File: config.mk
export PLATFORM = sky130hd
export DESIGN_NAME = mem_rw_sched_flat
export DESIGN_NICKNAME = d
export VERILOG_FILES = /design/src/rtl/mem_sched_pkg.sv /design/src/rtl/mem_rw_sched_if.sv /design/src/rtl/mem_sched_wdt.sv /design/src/rtl/mem_rw_sched.sv /design/src/flat_wrapper.sv
export SDC_FILE = /design/constraint.sdc
export NUM_CORES = 1
export LEC_CHECK = 0
export ABC_AREA = 1
export ABC_CLOCK_PERIOD_IN_PS = 3250
export CAP_MARGIN = 20
export CORE_MARGIN = 2
export CORE_UTILIZATION = 30
export DETAILED_ROUTE_END_ITERATION = 12
export GPL_TIMING_DRIVEN = 0
export HOLD_SLACK_MARGIN = 0.05
export PLACE_DENSITY = 0.74
export SLEW_MARGIN = 40
export SYNTH_ARGS = -nofsm -noshare
export SYNTH_HDL_FRONTEND = slang
export SYNTH_SLANG_ARGS = --single-unit
File: constraint.sdc
create_clock -name mem_clk -period 3.25 [get_ports mem_clk]
set_input_delay 0.325 -clock mem_clk [delete_from_list [all_inputs] [get_ports mem_clk]]
set_output_delay 0.325 -clock mem_clk [all_outputs]
set_load 0.05 [all_outputs]
File: src/rtl/mem_sched_pkg.sv
// Shared types and default widths for the frame-buffer memory scheduler and arbiters.
package mem_sched_pkg;

  localparam int unsigned MEM_DATA_BITS_DEF = 32;
  localparam int unsigned ADDR_BITS_DEF     = 23;
  localparam int unsigned BURST_BITS_DEF    = 10;
  localparam int unsigned TIMEOUT_DEF       = 8000;

  typedef logic [2:0] state_t;

  localparam state_t ST_IDLE     = 3'd0;
  localparam state_t ST_RD_GRANT = 3'd1;
  localparam state_t ST_RD_BUSY  = 3'd2;
  localparam state_t ST_WR_GRANT = 3'd3;
  localparam state_t ST_WR_BUSY  = 3'd4;

  localparam logic GRANT_RD = 1'b0;
  localparam logic GRANT_WR = 1'b1;

endpackage

File: src/rtl/mem_rw_sched_if.sv
// Requester-side and controller-side signals of the read/write scheduler.
interface mem_rw_sched_if
  import mem_sched_pkg::*;
#(
  parameter int unsigned MEM_DATA_BITS = MEM_DATA_BITS_DEF,
  parameter int unsigned ADDR_BITS     = ADDR_BITS_DEF,
  parameter int unsigned BURST_BITS    = BURST_BITS_DEF
) ();

  logic                     rd_req;
  logic [BURST_BITS-1:0]    rd_len;
  logic [ADDR_BITS-1:0]     rd_addr;
  logic                     rd_data_valid;
  logic [MEM_DATA_BITS-1:0] rd_data;
  logic                     rd_finish;

  logic                     wr_req;
  logic [BURST_BITS-1:0]    wr_len;
  logic [ADDR_BITS-1:0]     wr_addr;
  logic                     wr_data_req;
  logic [MEM_DATA_BITS-1:0] wr_data;
  logic                     wr_finish;

  logic                     mem_rd_req;
  logic [BURST_BITS-1:0]    mem_rd_len;
  logic [ADDR_BITS-1:0]     mem_rd_addr;
  logic                     mem_rd_data_valid;
  logic [MEM_DATA_BITS-1:0] mem_rd_data;
  logic                     mem_rd_finish;

  logic                     mem_wr_req;
  logic [BURST_BITS-1:0]    mem_wr_len;
  logic [ADDR_BITS-1:0]     mem_wr_addr;
  logic                     mem_wr_data_req;
  logic [MEM_DATA_BITS-1:0] mem_wr_data;
  logic                     mem_wr_finish;

  // Scheduler view.
  modport slave (
    input  rd_req, rd_len, rd_addr, wr_req, wr_len, wr_addr, wr_data,
           mem_rd_data_valid, mem_rd_data, mem_rd_finish,
           mem_wr_data_req, mem_wr_finish,
    output rd_data_valid, rd_data, rd_finish, wr_data_req, wr_finish,
           mem_rd_req, mem_rd_len, mem_rd_addr,
           mem_wr_req, mem_wr_len, mem_wr_addr, mem_wr_data
  );

  // Arbiters plus controller view.
  modport master (
    output rd_req, rd_len, rd_addr, wr_req, wr_len, wr_addr, wr_data,
           mem_rd_data_valid, mem_rd_data, mem_rd_finish,
           mem_wr_data_req, mem_wr_finish,
    input  rd_data_valid, rd_data, rd_finish, wr_data_req, wr_finish,
           mem_rd_req, mem_rd_len, mem_rd_addr,
           mem_wr_req, mem_wr_len, mem_wr_addr, mem_wr_data
  );

endinterface

File: src/rtl/mem_sched_wdt.sv
// Burst watchdog: counts BUSY cycles since the last grant and flags expiry past TIMEOUT.
module mem_sched_wdt
  import mem_sched_pkg::*;
#(
  parameter int unsigned TIMEOUT = TIMEOUT_DEF
) (
  input  logic mem_clk,
  input  logic rst_n,
  input  logic clr_i,
  input  logic inc_i,
  output logic expired_c
);

  localparam int unsigned CNT_BITS = $clog2(TIMEOUT + 2);

  logic [CNT_BITS-1:0] cnt_q, cnt_d;

  assign expired_c = inc_i && (cnt_q > CNT_BITS'(TIMEOUT));

  // Holding at expiry keeps the counter from wrapping.
  always_comb begin
    cnt_d = cnt_q;
    if (clr_i) begin
      cnt_d = '0;
    end else if (inc_i && !expired_c) begin
      cnt_d = cnt_q + CNT_BITS'(1);
    end
  end

  always_ff @(posedge mem_clk or negedge rst_n) begin
    if (!rst_n) cnt_q <= '0;
    else        cnt_q <= cnt_d;
  end

endmodule

File: src/rtl/mem_rw_sched.sv
// Read/write burst scheduler in front of the DDR3 controller user port.
// Optional watchdog compiled in with `define MEM_RW_SCHED_WDT_EN.
module mem_rw_sched
  import mem_sched_pkg::*;
#(
  parameter int unsigned ADDR_BITS  = ADDR_BITS_DEF,
  parameter int unsigned BURST_BITS = BURST_BITS_DEF,
  parameter int unsigned TIMEOUT    = TIMEOUT_DEF
) (
  input  logic           mem_clk,
  input  logic           rst_n,
  mem_rw_sched_if.slave  bus,
  output logic           busy,
  output logic           timeout_err
);

  state_t                state_q, state_d;
  logic                  last_grant_q, last_grant_d;
  logic                  mem_rd_req_q, mem_rd_req_d;
  logic [BURST_BITS-1:0] mem_rd_len_q, mem_rd_len_d;
  logic [ADDR_BITS-1:0]  mem_rd_addr_q, mem_rd_addr_d;
  logic                  mem_wr_req_q, mem_wr_req_d;
  logic [BURST_BITS-1:0] mem_wr_len_q, mem_wr_len_d;
  logic [ADDR_BITS-1:0]  mem_wr_addr_q, mem_wr_addr_d;
  logic                  rd_finish_q, rd_finish_d;
  logic                  wr_finish_q, wr_finish_d;
  logic                  busy_q, busy_d;
  logic                  timeout_err_q, timeout_err_d;

  logic rd_valid, wr_valid, wdt_expired;

  assign rd_valid = bus.rd_req && (bus.rd_len != '0);
  assign wr_valid = bus.wr_req && (bus.wr_len != '0);

`ifdef MEM_RW_SCHED_WDT_EN
  logic in_grant, in_busy;
  assign in_grant = (state_q == ST_RD_GRANT) || (state_q == ST_WR_GRANT);
  assign in_busy  = (state_q == ST_RD_BUSY)  || (state_q == ST_WR_BUSY);

  mem_sched_wdt #(.TIMEOUT(TIMEOUT)) u_wdt (
    .mem_clk   (mem_clk),
    .rst_n     (rst_n),
    .clr_i     (in_grant),
    .inc_i     (in_busy),
    .expired_c (wdt_expired)
  );
`else
  logic unused_timeout;
  assign unused_timeout = |TIMEOUT;
  assign wdt_expired    = 1'b0;
`endif

  // Next-state and registered-output logic.
  always_comb begin
    state_d       = state_q;
    last_grant_d  = last_grant_q;
    mem_rd_req_d  = mem_rd_req_q;
    mem_rd_len_d  = mem_rd_len_q;
    mem_rd_addr_d = mem_rd_addr_q;
    mem_wr_req_d  = mem_wr_req_q;
    mem_wr_len_d  = mem_wr_len_q;
    mem_wr_addr_d = mem_wr_addr_q;
    rd_finish_d   = 1'b0;
    wr_finish_d   = 1'b0;
    timeout_err_d = 1'b0;

    case (state_q)
      ST_IDLE: begin
        // On a tie the side not granted last time wins.
        if (rd_valid && (!wr_valid || (last_grant_q == GRANT_WR))) begin
          state_d      = ST_RD_GRANT;
          last_grant_d = GRANT_RD;
        end else if (wr_valid) begin
          state_d      = ST_WR_GRANT;
          last_grant_d = GRANT_WR;
        end
      end
      ST_RD_GRANT: begin
        mem_rd_len_d  = bus.rd_len;
        mem_rd_addr_d = bus.rd_addr;
        mem_rd_req_d  = 1'b1;
        state_d       = ST_RD_BUSY;
      end
      ST_RD_BUSY: begin
        if (bus.mem_rd_data_valid) mem_rd_req_d = 1'b0;
        if (bus.mem_rd_finish) begin
          mem_rd_req_d = 1'b0;
          rd_finish_d  = 1'b1;
          state_d      = ST_IDLE;
        end else if (wdt_expired) begin
          mem_rd_req_d  = 1'b0;
          rd_finish_d   = 1'b1;
          timeout_err_d = 1'b1;
          state_d       = ST_IDLE;
        end
      end
      ST_WR_GRANT: begin
        mem_wr_len_d  = bus.wr_len;
        mem_wr_addr_d = bus.wr_addr;
        mem_wr_req_d  = 1'b1;
        state_d       = ST_WR_BUSY;
      end
      ST_WR_BUSY: begin
        if (bus.mem_wr_data_req) mem_wr_req_d = 1'b0;
        if (bus.mem_wr_finish) begin
          mem_wr_req_d = 1'b0;
          wr_finish_d  = 1'b1;
          state_d      = ST_IDLE;
        end else if (wdt_expired) begin
          mem_wr_req_d  = 1'b0;
          wr_finish_d   = 1'b1;
          timeout_err_d = 1'b1;
          state_d       = ST_IDLE;
        end
      end
      default: state_d = ST_IDLE;
    endcase

    busy_d = (state_d != ST_IDLE);
  end

  always_ff @(posedge mem_clk or negedge rst_n) begin
    if (!rst_n) begin
      state_q       <= ST_IDLE;
      last_grant_q  <= GRANT_WR;
      mem_rd_req_q  <= 1'b0;
      mem_rd_len_q  <= '0;
      mem_rd_addr_q <= '0;
      mem_wr_req_q  <= 1'b0;
      mem_wr_len_q  <= '0;
      mem_wr_addr_q <= '0;
      rd_finish_q   <= 1'b0;
      wr_finish_q   <= 1'b0;
      busy_q        <= 1'b0;
      timeout_err_q <= 1'b0;
    end else begin
      state_q       <= state_d;
      last_grant_q  <= last_grant_d;
      mem_rd_req_q  <= mem_rd_req_d;
      mem_rd_len_q  <= mem_rd_len_d;
      mem_rd_addr_q <= mem_rd_addr_d;
      mem_wr_req_q  <= mem_wr_req_d;
      mem_wr_len_q  <= mem_wr_len_d;
      mem_wr_addr_q <= mem_wr_addr_d;
      rd_finish_q   <= rd_finish_d;
      wr_finish_q   <= wr_finish_d;
      busy_q        <= busy_d;
      timeout_err_q <= timeout_err_d;
    end
  end

  // Data paths pass straight through, strobes gated by the matching BUSY state.
  assign bus.rd_data_valid = (state_q == ST_RD_BUSY) && bus.mem_rd_data_valid;
  assign bus.rd_data       = bus.mem_rd_data;
  assign bus.wr_data_req   = (state_q == ST_WR_BUSY) && bus.mem_wr_data_req;
  assign bus.mem_wr_data   = bus.wr_data;

  assign bus.mem_rd_req  = mem_rd_req_q;
  assign bus.mem_rd_len  = mem_rd_len_q;
  assign bus.mem_rd_addr = mem_rd_addr_q;
  assign bus.mem_wr_req  = mem_wr_req_q;
  assign bus.mem_wr_len  = mem_wr_len_q;
  assign bus.mem_wr_addr = mem_wr_addr_q;
  assign bus.rd_finish   = rd_finish_q;
  assign bus.wr_finish   = wr_finish_q;
  assign busy            = busy_q;
  assign timeout_err     = timeout_err_q;

endmodule

File: src/flat_wrapper.sv
// flat-port wrapper written by rule: the top's interface ports become plain ports
module mem_rw_sched_flat import mem_sched_pkg::*;
#(
  parameter int unsigned ADDR_BITS  = ADDR_BITS_DEF,
  parameter int unsigned BURST_BITS = BURST_BITS_DEF,
  parameter int unsigned TIMEOUT    = TIMEOUT_DEF
)
  (mem_clk, rst_n, busy, timeout_err, bus_rd_req, bus_rd_len, bus_rd_addr, bus_wr_req, bus_wr_len, bus_wr_addr, bus_wr_data, bus_mem_rd_data_valid, bus_mem_rd_data, bus_mem_rd_finish, bus_mem_wr_data_req, bus_mem_wr_finish, bus_rd_data_valid, bus_rd_data, bus_rd_finish, bus_wr_data_req, bus_wr_finish, bus_mem_rd_req, bus_mem_rd_len, bus_mem_rd_addr, bus_mem_wr_req, bus_mem_wr_len, bus_mem_wr_addr, bus_mem_wr_data);
  mem_rw_sched_if #(.ADDR_BITS(ADDR_BITS), .BURST_BITS(BURST_BITS)) bus_i ();
  input  logic mem_clk;
  input  logic rst_n;
  output logic busy;
  output logic timeout_err;
  input wire logic [$bits(bus_i.rd_req)-1:0] bus_rd_req;
  input wire logic [$bits(bus_i.rd_len)-1:0] bus_rd_len;
  input wire logic [$bits(bus_i.rd_addr)-1:0] bus_rd_addr;
  input wire logic [$bits(bus_i.wr_req)-1:0] bus_wr_req;
  input wire logic [$bits(bus_i.wr_len)-1:0] bus_wr_len;
  input wire logic [$bits(bus_i.wr_addr)-1:0] bus_wr_addr;
  input wire logic [$bits(bus_i.wr_data)-1:0] bus_wr_data;
  input wire logic [$bits(bus_i.mem_rd_data_valid)-1:0] bus_mem_rd_data_valid;
  input wire logic [$bits(bus_i.mem_rd_data)-1:0] bus_mem_rd_data;
  input wire logic [$bits(bus_i.mem_rd_finish)-1:0] bus_mem_rd_finish;
  input wire logic [$bits(bus_i.mem_wr_data_req)-1:0] bus_mem_wr_data_req;
  input wire logic [$bits(bus_i.mem_wr_finish)-1:0] bus_mem_wr_finish;
  output wire logic [$bits(bus_i.rd_data_valid)-1:0] bus_rd_data_valid;
  output wire logic [$bits(bus_i.rd_data)-1:0] bus_rd_data;
  output wire logic [$bits(bus_i.rd_finish)-1:0] bus_rd_finish;
  output wire logic [$bits(bus_i.wr_data_req)-1:0] bus_wr_data_req;
  output wire logic [$bits(bus_i.wr_finish)-1:0] bus_wr_finish;
  output wire logic [$bits(bus_i.mem_rd_req)-1:0] bus_mem_rd_req;
  output wire logic [$bits(bus_i.mem_rd_len)-1:0] bus_mem_rd_len;
  output wire logic [$bits(bus_i.mem_rd_addr)-1:0] bus_mem_rd_addr;
  output wire logic [$bits(bus_i.mem_wr_req)-1:0] bus_mem_wr_req;
  output wire logic [$bits(bus_i.mem_wr_len)-1:0] bus_mem_wr_len;
  output wire logic [$bits(bus_i.mem_wr_addr)-1:0] bus_mem_wr_addr;
  output wire logic [$bits(bus_i.mem_wr_data)-1:0] bus_mem_wr_data;
  assign bus_i.rd_req = bus_rd_req;
  assign bus_i.rd_len = bus_rd_len;
  assign bus_i.rd_addr = bus_rd_addr;
  assign bus_i.wr_req = bus_wr_req;
  assign bus_i.wr_len = bus_wr_len;
  assign bus_i.wr_addr = bus_wr_addr;
  assign bus_i.wr_data = bus_wr_data;
  assign bus_i.mem_rd_data_valid = bus_mem_rd_data_valid;
  assign bus_i.mem_rd_data = bus_mem_rd_data;
  assign bus_i.mem_rd_finish = bus_mem_rd_finish;
  assign bus_i.mem_wr_data_req = bus_mem_wr_data_req;
  assign bus_i.mem_wr_finish = bus_mem_wr_finish;
  assign bus_rd_data_valid = bus_i.rd_data_valid;
  assign bus_rd_data = bus_i.rd_data;
  assign bus_rd_finish = bus_i.rd_finish;
  assign bus_wr_data_req = bus_i.wr_data_req;
  assign bus_wr_finish = bus_i.wr_finish;
  assign bus_mem_rd_req = bus_i.mem_rd_req;
  assign bus_mem_rd_len = bus_i.mem_rd_len;
  assign bus_mem_rd_addr = bus_i.mem_rd_addr;
  assign bus_mem_wr_req = bus_i.mem_wr_req;
  assign bus_mem_wr_len = bus_i.mem_wr_len;
  assign bus_mem_wr_addr = bus_i.mem_wr_addr;
  assign bus_mem_wr_data = bus_i.mem_wr_data;
  mem_rw_sched #(.ADDR_BITS(ADDR_BITS), .BURST_BITS(BURST_BITS), .TIMEOUT(TIMEOUT)) u_core (.mem_clk(mem_clk), .rst_n(rst_n), .bus(bus_i), .busy(busy), .timeout_err(timeout_err));
endmodule
* Word-level counts from Yosys, hierarchy flattened
Index checks and enable logic that the tools add are counted.
** Operators by class
- Mux-type cells :: 17
- Equality and inequality tests :: 6
- Reduce and logical (&&, ||, !) cells :: 17
** Operators by type and width (count)
- nonzero test 10 bit :: 2
- case mux 3 bit (5 select lines) :: 1
- 2-to-1 mux 3 bit :: 4
- 2-to-1 mux 1 bit :: 10
- == test 3 x 2 -> 1 bit, second input constant :: 2
- != test 3 bit, second input constant :: 2
- AND reduction 2 bit :: 3
- nonzero test 2 bit :: 3
- logical AND 1 bit :: 5
- case mux 1 bit (2 select lines) :: 2
- == test 3 x 1 -> 1 bit, second input constant :: 1
- == test 3 bit, second input constant :: 1
- zero test 3 bit :: 1
- nonzero test 3 bit :: 1
- zero test 1 bit :: 1
- logical OR 1 bit :: 1
** Word-level totals
- Bits of input ports :: 138
- Logic and storage cells :: 51
- Register bits :: 75

* Logic depth before layout (Yosys ltp)
Gate-level depths: netlist of run 1.
- Depth after elaboration :: 8
- Gate-level depth with buffers :: 8
- Mapped depth without buffers :: 8

* Least setup slack after synthesis of run 1
Ideal clock, no wire load.
- Path kind :: reg2out
- From :: register u_core.state_q[2]
- To :: output bus_rd_data_valid
- Stages on the path, launching flop included :: 4
- Path slack :: 1.562 ns
- Arrival :: 1.363 ns
- Required time :: 2.925 ns
- Buffers on the path :: 0
- Path through :: dfrtp_1 nor3_1 inv_1 nor2_1
** On the way
- Cells in the longest elaborated chain, start to end :: 2
** RTL lines
- start, declared :: RTL line mem_rw_sched.sv:17 : state_t state_q, state_d;
- start signal, assigned :: RTL line mem_rw_sched.sv:137 : state_q <= state_d;
- == test 3 x 2 -> 1 bit :: RTL line mem_rw_sched.sv:153 : assign bus.rd_data_valid = (state_q == ST_RD_BUSY) && bus.mem_rd_data_valid;
- logical AND 1 bit :: RTL line mem_rw_sched.sv:153
- end, declared :: RTL line flat_wrapper.sv:26 : output wire logic [$bits(bus_i.rd_data_valid)-1:0] bus_rd_data_valid;
Every way passes these cells.

* Final worst setup path of run 1
Same ends and word-level chain as after synthesis.

==> impl_metrics.py, run 1 <==
metrics = {
    "grt": {
        "gr-usage-all-layers": 0.149,
        "antenna_found_initial": 0,
        "grt_overflow_total": 0,
        "grt_max_degree": 42,
        "grt_pass1_vias": 3052,
        "grt_pass1_wl_um": 15000,
    },
    "logic_synthesis": {
        "synth_cell_types": 22,
        "synth_nets": 490,
        "synth_area_leaders": "dfrtp_1 52%, buf_4 14%, nand2_1 11%",
        "async_flop_share": 1.00,
        "post-synth-top-count-cell": "nand2_1",
        "seq_area_frac_synth": 0.530,
        "synth_edf_count": 0,
        "ys_warn_count": 0,
        "synth_commonest_cells": "108 x nand2_1, 74 x dfrtp_1, 67 x buf_4",
        "ys_seq_elements": 75,
        "synth_cells": 352,
        "yosys.area.top_type": "dfrtp_1",
        "postSynthAreaPerCell_um2": 10.1,
        "netlist_area_mm2": 0.00354,
        "synthFlopType": "dfrtp_1",
        "synth_top_cell_area_share": 0.523,
    },
    "timing": {
        "worst_slack_ns": 0.809,
        "drv_slew": 0,
        "layout_min_cycle_time_ns": 2.44,
        "clock_skew_ns": 0.00517,
        "worst_slew_pin_slew_ns": 0.538,
        "timing.fmax_mhz": 410,
        "hold_violations": 0,
        "period_share": 0.751,
        "slew-limit-headroom": 0.640,
        "setup_viol": 0,
        "rsz0062_at_grt": "false",
    },
    "die": {
        "rows": 39,
        "io_pins": 276,
        "die_h_um": 113,
        "start_util": 0.309,
        "die_x_um": 113,
        "fp.dieArea_mm2": 0.0127,
        "coreArea_mm2": 0.0115,
    },
    "final_layout": {
        "drive_gt1_frac": 0.208,
        "fillers": 1009,
        "multi_input_area_mm2": 0.00102,
        "seq_area_mm2": 0.00188,
        "diodes": 0,
        "areaGrowthSynthToFinish_pct": 72.8,
        "finish.utilization": 0.534,
        "nets": 713,
    },
    "critical_path": {
        "crit_chain": "nor3_1 -> inv_1 -> nor2_1 -> clkdlybuf4s50_1",
        "endpoint_kind": "output port",
        "r2r_slack_ns": 1.87,
        "slowest_stage": "clkdlybuf4s50_1",
        "critPathRequiredTime_ns": 2.92,
        "path_max_fanout": 5,
        "max_stage_delay_ns": 0.82,
        "arrival_ns": 2.12,
        "critPathKind": "reg2out",
        "start_kind": "flop",
    },
    "route": {
        "final_antenna_net_count": 0,
        "avgRoutedWirePerCell_um": 13.3,
        "first_iter_violations": 70,
        "m1WireLength_um": 3850,
        "via_per_inst": 4.21,
        "wl_met2_um": 4730,
        "dr_wl_met3_um": 843,
        "first_pass_iters": 4,
        "top_layer": "met4",
        "postRouteWirelength_um": 9590,
        "drc": 0,
        "vias": 3035,
    },
    "place": {
        "place_ws_ns": 1.13,
        "gp_congestion": 0.722,
        "io_buffers": 210,
        "hpwl_um": 7640,
    },
    "clock_tree": {
        "cts_resized": 0,
        "cts_sinks": 75,
        "htree_levels": 3,
        "clk_path_buf_depth": 2,
        "root_buffer": "clkbuf_16",
        "insertion_delay_ns": 0.33,
        "cts_buffers": 9,
        "cts_tree": "yes",
        "path_clk_slew_ns": 0.06,
    },
    "power": {
        "power_density_mw_per_mm2": 1060,
        "leakage_nw": 2.95,
        "vdd_drop_max_mv": 0.895,
    },
    "hold_path": {
        "worstHoldPathType": "in2async",
    },
    "flow_run": {
        "max-cap-violations": 0,
    },
    "run_status": {
        "status": "finished, final reports clean",
    },
}
-- timing repair --
| item | in CTS | in global routing |
|---|---|---|
| hold buffers | 1 | 0 |
| endpoints found under the hold margin | 33 | 0 |
| buffers inserted | 0 | 0 |
-- kinds of logic (layout without fill, tap and decap cells) --
family	Yosys count	count (layout)	share of synthesized area
AO/OA/AOI/OAI	20	20	0.0290
buffers and inverters	98	324	0.182
flip-flops	75	75	0.530
multiplexers	27	27	0.113
other	1	1	0.00106
AND/OR/NAND/NOR	131	131	0.144
-- placed cells by master, fill, tap and decap left out --
cell type        instances
a21boi_0                 1
a21oi_1                  1
buf_12                   1
buf_2                    2
buf_4                   67
buf_6                    4
clkbuf_1                 4
clkbuf_16                9
clkbuf_8                 2
clkdlybuf4s50_1        209
clkinv_2                 3
conb_1                   1
dfrtp_1                 74
dfstp_2                  1
dlygate4sd3_1            1
inv_1                   21
inv_2                    1
mux2_2                   1
mux2_4                  26
nand2_1                108
nand2_2                  1
nand3_1                  5
nor2_1                  13
nor2_2                   1
nor3_1                   2
nor3_2                   1
o21ai_0                 11
o21ai_1                  7
-- layout make-up --
type | count | area share
Tap cell | 143 | 0.0292
Sequential cell | 75 | 0.307
Timing Repair Buffer | 212 | 0.348
Clock buffer | 11 | 0.0413
Clock inverter | 3 | 0.00245
Inverter | 22 | 0.0135
Multi-Input combinational cell | 179 | 0.167
Buffer | 76 | 0.0918
-- sequential cells by signal, summed over array words and instances (netlist names) --
signal                  cells
u_core.bus.mem_rd_len      10
u_core.busy                 1
u_core.bus.mem_rd_addr     23
u_core.bus.mem_rd_req       1
u_core.last_grant_q         1
u_core.bus.mem_wr_len      10
u_core.bus.rd_finish        1
u_core.bus.mem_wr_req       1
u_core.bus.wr_finish        1
u_core.state_q              3
u_core.bus.mem_wr_addr     23
-- where the power goes --
group,leakage (nW),switching [mW],internal [mW]
Sequential,0.904,0.261,1.41
Clock,0.137,0.360,0.545
Combinational,1.91,2.50,1.44
Total,2.95,3.12,3.40
-- metal layers --
metal / up-vias / GRT usage
met4: 0 / 0.0585
met3: 12 / 0.0454
li1: 1466 / -
met5: - / 0
met2: 162 / 0.257
met1: 1395 / 0.173
-- final timing paths --
path | to | startpoint | cells past startpoint
worst max-delay path | bus_rd_data_valid | u_core.state_q[2] | 4
worst min-delay path | u_core.bus.mem_wr_addr[0] | rst_n | 2
worst max register to register | u_core.bus.mem_rd_req | u_core.state_q[0] | 5
worst min register to register | u_core.bus.mem_rd_len[2] | u_core.bus.mem_rd_len[2] | 2
max in group asynchronous | u_core.bus.mem_rd_addr[13] | rst_n | 3
min in group mem_clk | u_core.bus.mem_rd_len[2] | u_core.bus.mem_rd_len[2] | 2
-- worst max-delay path, delay by kind of cell, from the launching register on --
kind,cells,cell delay (ns)
buffers and inverters,2,0.95
and+or+nand+nor,2,0.40
DFF,1,0.43
-- through the flow --
step / std cells / instance area, µm² / setup TNS [ns] / hold WS, ns / total power, mW
3_3_place_gp: 705 / 5820 / -53.88 / 0.453 / 5.57
5_1_grt: 721 / 6120 / 0 / 0.486 / 6.86
6_report: 721 / 6120 / 0 / 0.454 / 6.52
3_5_place_dp: 706 / 5840 / 0 / 0.239 / 5.65
4_1_cts: 721 / 6120 / 0 / 0.458 / 6.59
2_1_floorplan: 352 / 3540 / 0 / 0.0294 / 4.31
No activity file was read; power rests on OpenSTA's default activity.
==> inputs of run 2 (changes only) <==
- ABC_CLOCK_PERIOD_IN_PS: 3250 -> 2500
- clock period: 3.25 -> 2.5 ns (I/O delays scaled with it)
==> impl_metrics.py, run 2 (synthesized netlist as in run 1, its figures left out) <==
metrics = {
    "final_layout": {
        "drive_gt1_frac": 0.208,
        "fillers": 1009,
        "final_cell_mix": "208 x clkdlybuf4s50_1, 108 x nand2_1, 74 x dfrtp_1",
        "final_cells": 721,
        "nets": 713,
        "fin_area_mm2": 0.00612,
        "diodes": 0,
        "areaGrowthSynthToFinish_pct": 72.9,
        "layout_commonest_cell": "clkdlybuf4s50_1",
    },
    "critical_path": {
        "arrival_ns": 1.95,
        "r2r_slack_ns": 1.12,
        "crit_family": "buffers and inverters",
        "start_kind": "flop",
        "crit_buf_inv": 2,
        "endpoint_kind": "output port",
        "slowest_stage": "clkdlybuf4s50_1",
        "critPathKind": "reg2out",
        "path_max_fanout": 4,
        "crit_chain": "inv_1 -> nand3_1 -> nor2_1 -> clkdlybuf4s50_1",
        "critPathRequiredTime_ns": 2.25,
        "max_stage_delay_ns": 0.83,
    },
    "die": {
        "die_h_um": 113,
        "die_x_um": 113,
        "rows": 39,
        "fp.dieArea_mm2": 0.0127,
        "io_pins": 276,
        "start_util": 0.309,
        "coreArea_mm2": 0.0115,
    },
    "clock_tree": {
        "clk_path_buf_depth": 2,
        "cts_tree": "yes",
        "cts_sinks": 75,
        "insertion_delay_ns": 0.33,
        "cts_buffers": 9,
        "root_buffer": "clkbuf_16",
        "path_clk_slew_ns": 0.06,
        "htree_levels": 3,
    },
    "place": {
        "gp_congestion": 0.722,
        "hpwl_um": 7640,
        "placed_area_mm2": 0.00584,
        "dp_cells": 706,
        "io_buffers": 210,
    },
    "run_status": {
        "status": "finished, final reports clean",
    },
    "timing": {
        "worst_slew_pin_slew_ns": 0.538,
        "setup_tns_ns": 0,
        "drv_slew": 0,
        "hold_violations": 0,
        "layout_min_cycle_time_ns": 2.20,
        "clock_skew_ns": 0.00517,
        "timing.fmax_mhz": 455,
        "slew-limit-headroom": 0.640,
        "rsz0062_at_grt": "false",
        "period_share": 0.880,
        "setup_viol": 0,
    },
    "grt": {
        "grt_overflow_total": 0,
        "busiest_layer": "met2",
        "grt_pass1_vias": 3052,
        "use_met3": 0.0454,
        "antenna_found_initial": 0,
        "grtUsageMet2": 0.257,
        "grt_max_degree": 42,
        "grt_pass1_wl_um": 15000,
        "grt.met1_usage": 0.173,
        "gr-usage-all-layers": 0.149,
    },
    "hold_path": {
        "worstHoldPathType": "in2async",
    },
    "flow_run": {
        "max-cap-violations": 0,
    },
    "route": {
        "final_antenna_net_count": 0,
        "postRouteWirelength_um": 9580,
        "via_per_inst": 4.20,
        "avgRoutedWirePerCell_um": 13.3,
        "drc": 0,
        "first_iter_violations": 63,
        "first_pass_iters": 4,
        "vias": 3027,
    },
    "power": {
        "power_mw": 8.47,
        "power.share.clock": 0.139,
        "leakage_nw": 2.96,
        "switching_power_mw": 4.05,
        "vdd_drop_max_mv": 1.16,
        "combPwrFrac": 0.604,
        "cell_internal_pwr_mw": 4.42,
        "power_switching_share": 0.479,
        "p_seq_frac": 0.257,
        "power_density_mw_per_mm2": 1380,
    },
}
-- run 2: final timing paths --
check,from,end,cells after the start
setup reg to reg,u_core.state_q[0],u_core.bus.mem_rd_req,5
setup / recovery,u_core.state_q[0],bus_wr_data_req,4
max in group asynchronous,rst_n,u_core.bus.mem_rd_addr[13],3
hold reg to reg,u_core.bus.mem_rd_len[2],u_core.bus.mem_rd_len[2],2
min in group mem_clk,bus_rd_addr[17],u_core.bus.mem_rd_addr[17],3
hold / removal,rst_n,u_core.bus.mem_wr_addr[0],2
-- run 2: final cells by class --
class,count,area (µm²),area share
timing repair buffer,212,2140,0.349
sequential,75,1880,0.307
multi-input combinational,179,1020,0.166
buffer,76,562,0.0917
clock buffer,11,253,0.0413
tap,143,179,0.0292
inverter,22,82.6,0.0135
clock inverter,3,15.0,0.00245
-- run 2: worst reg2reg max path, delay by kind of cell (launching register included) --
kind / cells / cell delay (ns)
flops: 1 / 0.41
compound gates: 1 / 0.16
simple gates: 1 / 0.05
buf+inv: 3 / 0.62
-- run 2: timing repair --
item / in CTS / in global routing
setup endpoints to repair: 0 / 1
gates resized for setup: 0 / 1
endpoints found under the hold margin: 33 / 0
buffers inserted: 0 / 0
hold buffers: 1 / 0
-- run 2: routing by layer --
| metal | share of wire | up-vias |
|---|---|---|
| met3 | 0.088 | 12 |
| met5 | 0 | - |
| met1 | 0.40 | 1386 |
| li1 | - | 1468 |
| met4 | 0.015 | 0 |
| met2 | 0.50 | 161 |
-- run 2: power groups by stage --
| stage | registers (mW) | logic [mW] | clock network, mW |
|---|---|---|---|
| floorplan | 4.13 | 1.47 | 0 |
| global placement | 2.15 | 5.10 | 0 |
| global route | 2.25 | 5.40 | 1.26 |
| detailed placement | 2.18 | 5.16 | 0 |
| CTS | 2.17 | 5.18 | 1.21 |
| finish | 2.17 | 5.12 | 1.18 |
-- run 2: per-stage QoR --
| stage | setup WS [ns] | utilization | hold WS (ns) |
|---|---|---|---|
| 2_1_floorplan | 0.887 | - | -0.0456 |
| 3_3_place_gp | -1.41 | 0.508 | 0.453 |
| 3_5_place_dp | 0.453 | 0.510 | 0.164 |
| 4_1_cts | 0.0857 | 0.534 | 0.383 |
| 5_1_grt | 0.216 | 0.534 | 0.411 |
| 6_report | 0.300 | 0.534 | 0.380 |
==> inputs of run 3 (changes only) <==
- ABC_CLOCK_PERIOD_IN_PS: 2500 -> default
- SKIP_CTS_REPAIR_TIMING: default -> 1
==> impl_metrics.py, run 3 (synthesized netlist as in run 1, its figures left out) <==
metrics = {
    "critical_path": {
        "start_kind": "flop",
        "endpoint_kind": "output port",
        "critPathCapture": "bus_wr_data_req",
        "cp-startpoint": "u_core.state_q[0]",
        "r2r-end": "u_core.bus.mem_rd_req",
        "rr_startpoint": "u_core.state_q[0]",
        "critPathKind": "reg2out",
        "critPathRequiredTime_ns": 2.25,
        "path_max_fanout": 4,
        "arrival_ns": 1.95,
        "rr_worst_depth": 5,
        "r2r_slack_ns": 1.12,
    },
    "die": {
        "coreArea_mm2": 0.0115,
        "die_h_um": 113,
        "io_pins": 276,
        "die_x_um": 113,
        "rows": 39,
        "start_util": 0.309,
        "fp.dieArea_mm2": 0.0127,
    },
    "route": {
        "postRouteWirelength_um": 9580,
        "final_antenna_net_count": 0,
        "avgRoutedWirePerCell_um": 13.3,
        "drc": 0,
        "first_iter_violations": 64,
        "via_per_inst": 4.20,
        "first_pass_iters": 4,
        "vias": 3028,
    },
    "power": {
        "vdd_drop_max_mv": 1.16,
        "combPwrFrac": 0.604,
        "power_switching_share": 0.479,
        "power.share.clock": 0.139,
        "power_density_mw_per_mm2": 1380,
        "cell_internal_pwr_mw": 4.42,
        "p_seq_frac": 0.257,
        "leakage_nw": 2.96,
        "switching_power_mw": 4.05,
    },
    "clock_tree": {
        "path_clk_slew_ns": 0.06,
        "cts_buffers": 9,
        "cts_sinks": 75,
        "cts_tree": "yes",
        "insertion_delay_ns": 0.33,
        "root_buffer": "clkbuf_16",
        "clk_path_buf_depth": 2,
        "htree_levels": 3,
    },
    "final_layout": {
        "nets": 713,
        "drive_gt1_frac": 0.208,
        "final_cells": 721,
        "fillers": 1009,
        "areaGrowthSynthToFinish_pct": 72.9,
        "diodes": 0,
        "fin_area_mm2": 0.00612,
        "layout_commonest_cell": "clkdlybuf4s50_1",
        "finish.utilization": 0.534,
        "final_cell_mix": "208 x clkdlybuf4s50_1, 108 x nand2_1, 74 x dfrtp_1",
    },
    "grt": {
        "grt_overflow_total": 0,
        "antenna_found_initial": 0,
        "grt_pass1_vias": 3045,
        "grt_pass1_wl_um": 15000,
        "gr-usage-all-layers": 0.149,
        "grt_max_degree": 42,
    },
    "timing": {
        "period_share": 0.880,
        "rsz0062_at_grt": "false",
        "timing.fmax_mhz": 455,
        "setup_tns_ns": 0,
        "layout_min_cycle_time_ns": 2.20,
        "hold_violations": 0,
        "drv_slew": 0,
        "setup_viol": 0,
        "clock_skew_ns": 0.00517,
        "slew-limit-headroom": 0.640,
        "worst_slew_pin_slew_ns": 0.538,
    },
    "place": {
        "io_buffers": 210,
        "gp_congestion": 0.722,
        "hpwl_um": 7640,
        "dp_cells": 706,
        "placed_area_mm2": 0.00584,
    },
    "run_status": {
        "status": "finished, final reports clean",
    },
    "hold_path": {
        "worstHoldPathType": "in2async",
    },
    "flow_run": {
        "max-cap-violations": 0,
    },
}
## run 3: cell counts in the layout (fill, tap and decap cells not counted)
No cell type changed its count.
## run 3: layout make-up
class / count / area (µm²) / share of cell area
plain buffers: 76 / 562 / 0.0917
clock buffers: 11 / 253 / 0.0413
clock inverters: 3 / 15.0 / 0.00245
inverters: 22 / 82.6 / 0.0135
multi-input cells: 179 / 1020 / 0.166
flip-flops and latches: 75 / 1880 / 0.307
well taps: 143 / 179 / 0.0292
repair buffers: 212 / 2140 / 0.349
## run 3: power by group through the flow
stage	combinational (mW)	clock, mW	sequential (mW)
CTS	5.18	1.21	2.17
floorplan	1.47	0	4.13
global route	5.40	1.26	2.25
global placement	5.10	0	2.15
detailed placement	5.16	0	2.18
finish	5.12	1.18	2.17
## run 3: per-stage QoR
step                      worst slack (ns)  power, mW  hold WS (ns)
after global placement               -1.41       7.24         0.453
after global routing                 0.216       8.92         0.411
after detailed placement             0.453       7.34         0.164
final                                0.300       8.47         0.382
after CTS                           0.0857       8.57        -0.199
after floorplan                      0.887       5.60       -0.0456
## run 3: critical path, cell delays in order, from the launching register on
cell,delay [ns]
dfrtp_1,0.41
inv_1,0.10
nand3_1,0.15
nor2_1,0.12
clkdlybuf4s50_1,0.83
## run 3: per-layer routing
metal | vias up | GRT usage | part of all wire
met5 | - | 0 | 0
met4 | 0 | 0.0585 | 0.015
met3 | 12 | 0.0459 | 0.088
met2 | 161 | 0.256 | 0.50
met1 | 1387 | 0.173 | 0.40
li1 | 1468 | - | -
## run 3: worst min path at each step
stage / slack [ns] / cells past startpoint / to
after global placement: 0.45 / 2 / u_core.bus.mem_rd_len[2]
after detailed placement: 0.16 / 1 / u_core.bus.mem_wr_addr[0]
after global routing: 0.41 / 2 / u_core.bus.mem_wr_addr[1]
after floorplan: -0.05 / 0 / u_core.bus.mem_rd_addr[0]
after CTS: -0.20 / 1 / u_core.bus.mem_wr_addr[0]
final: 0.38 / 2 / u_core.bus.mem_wr_addr[0]
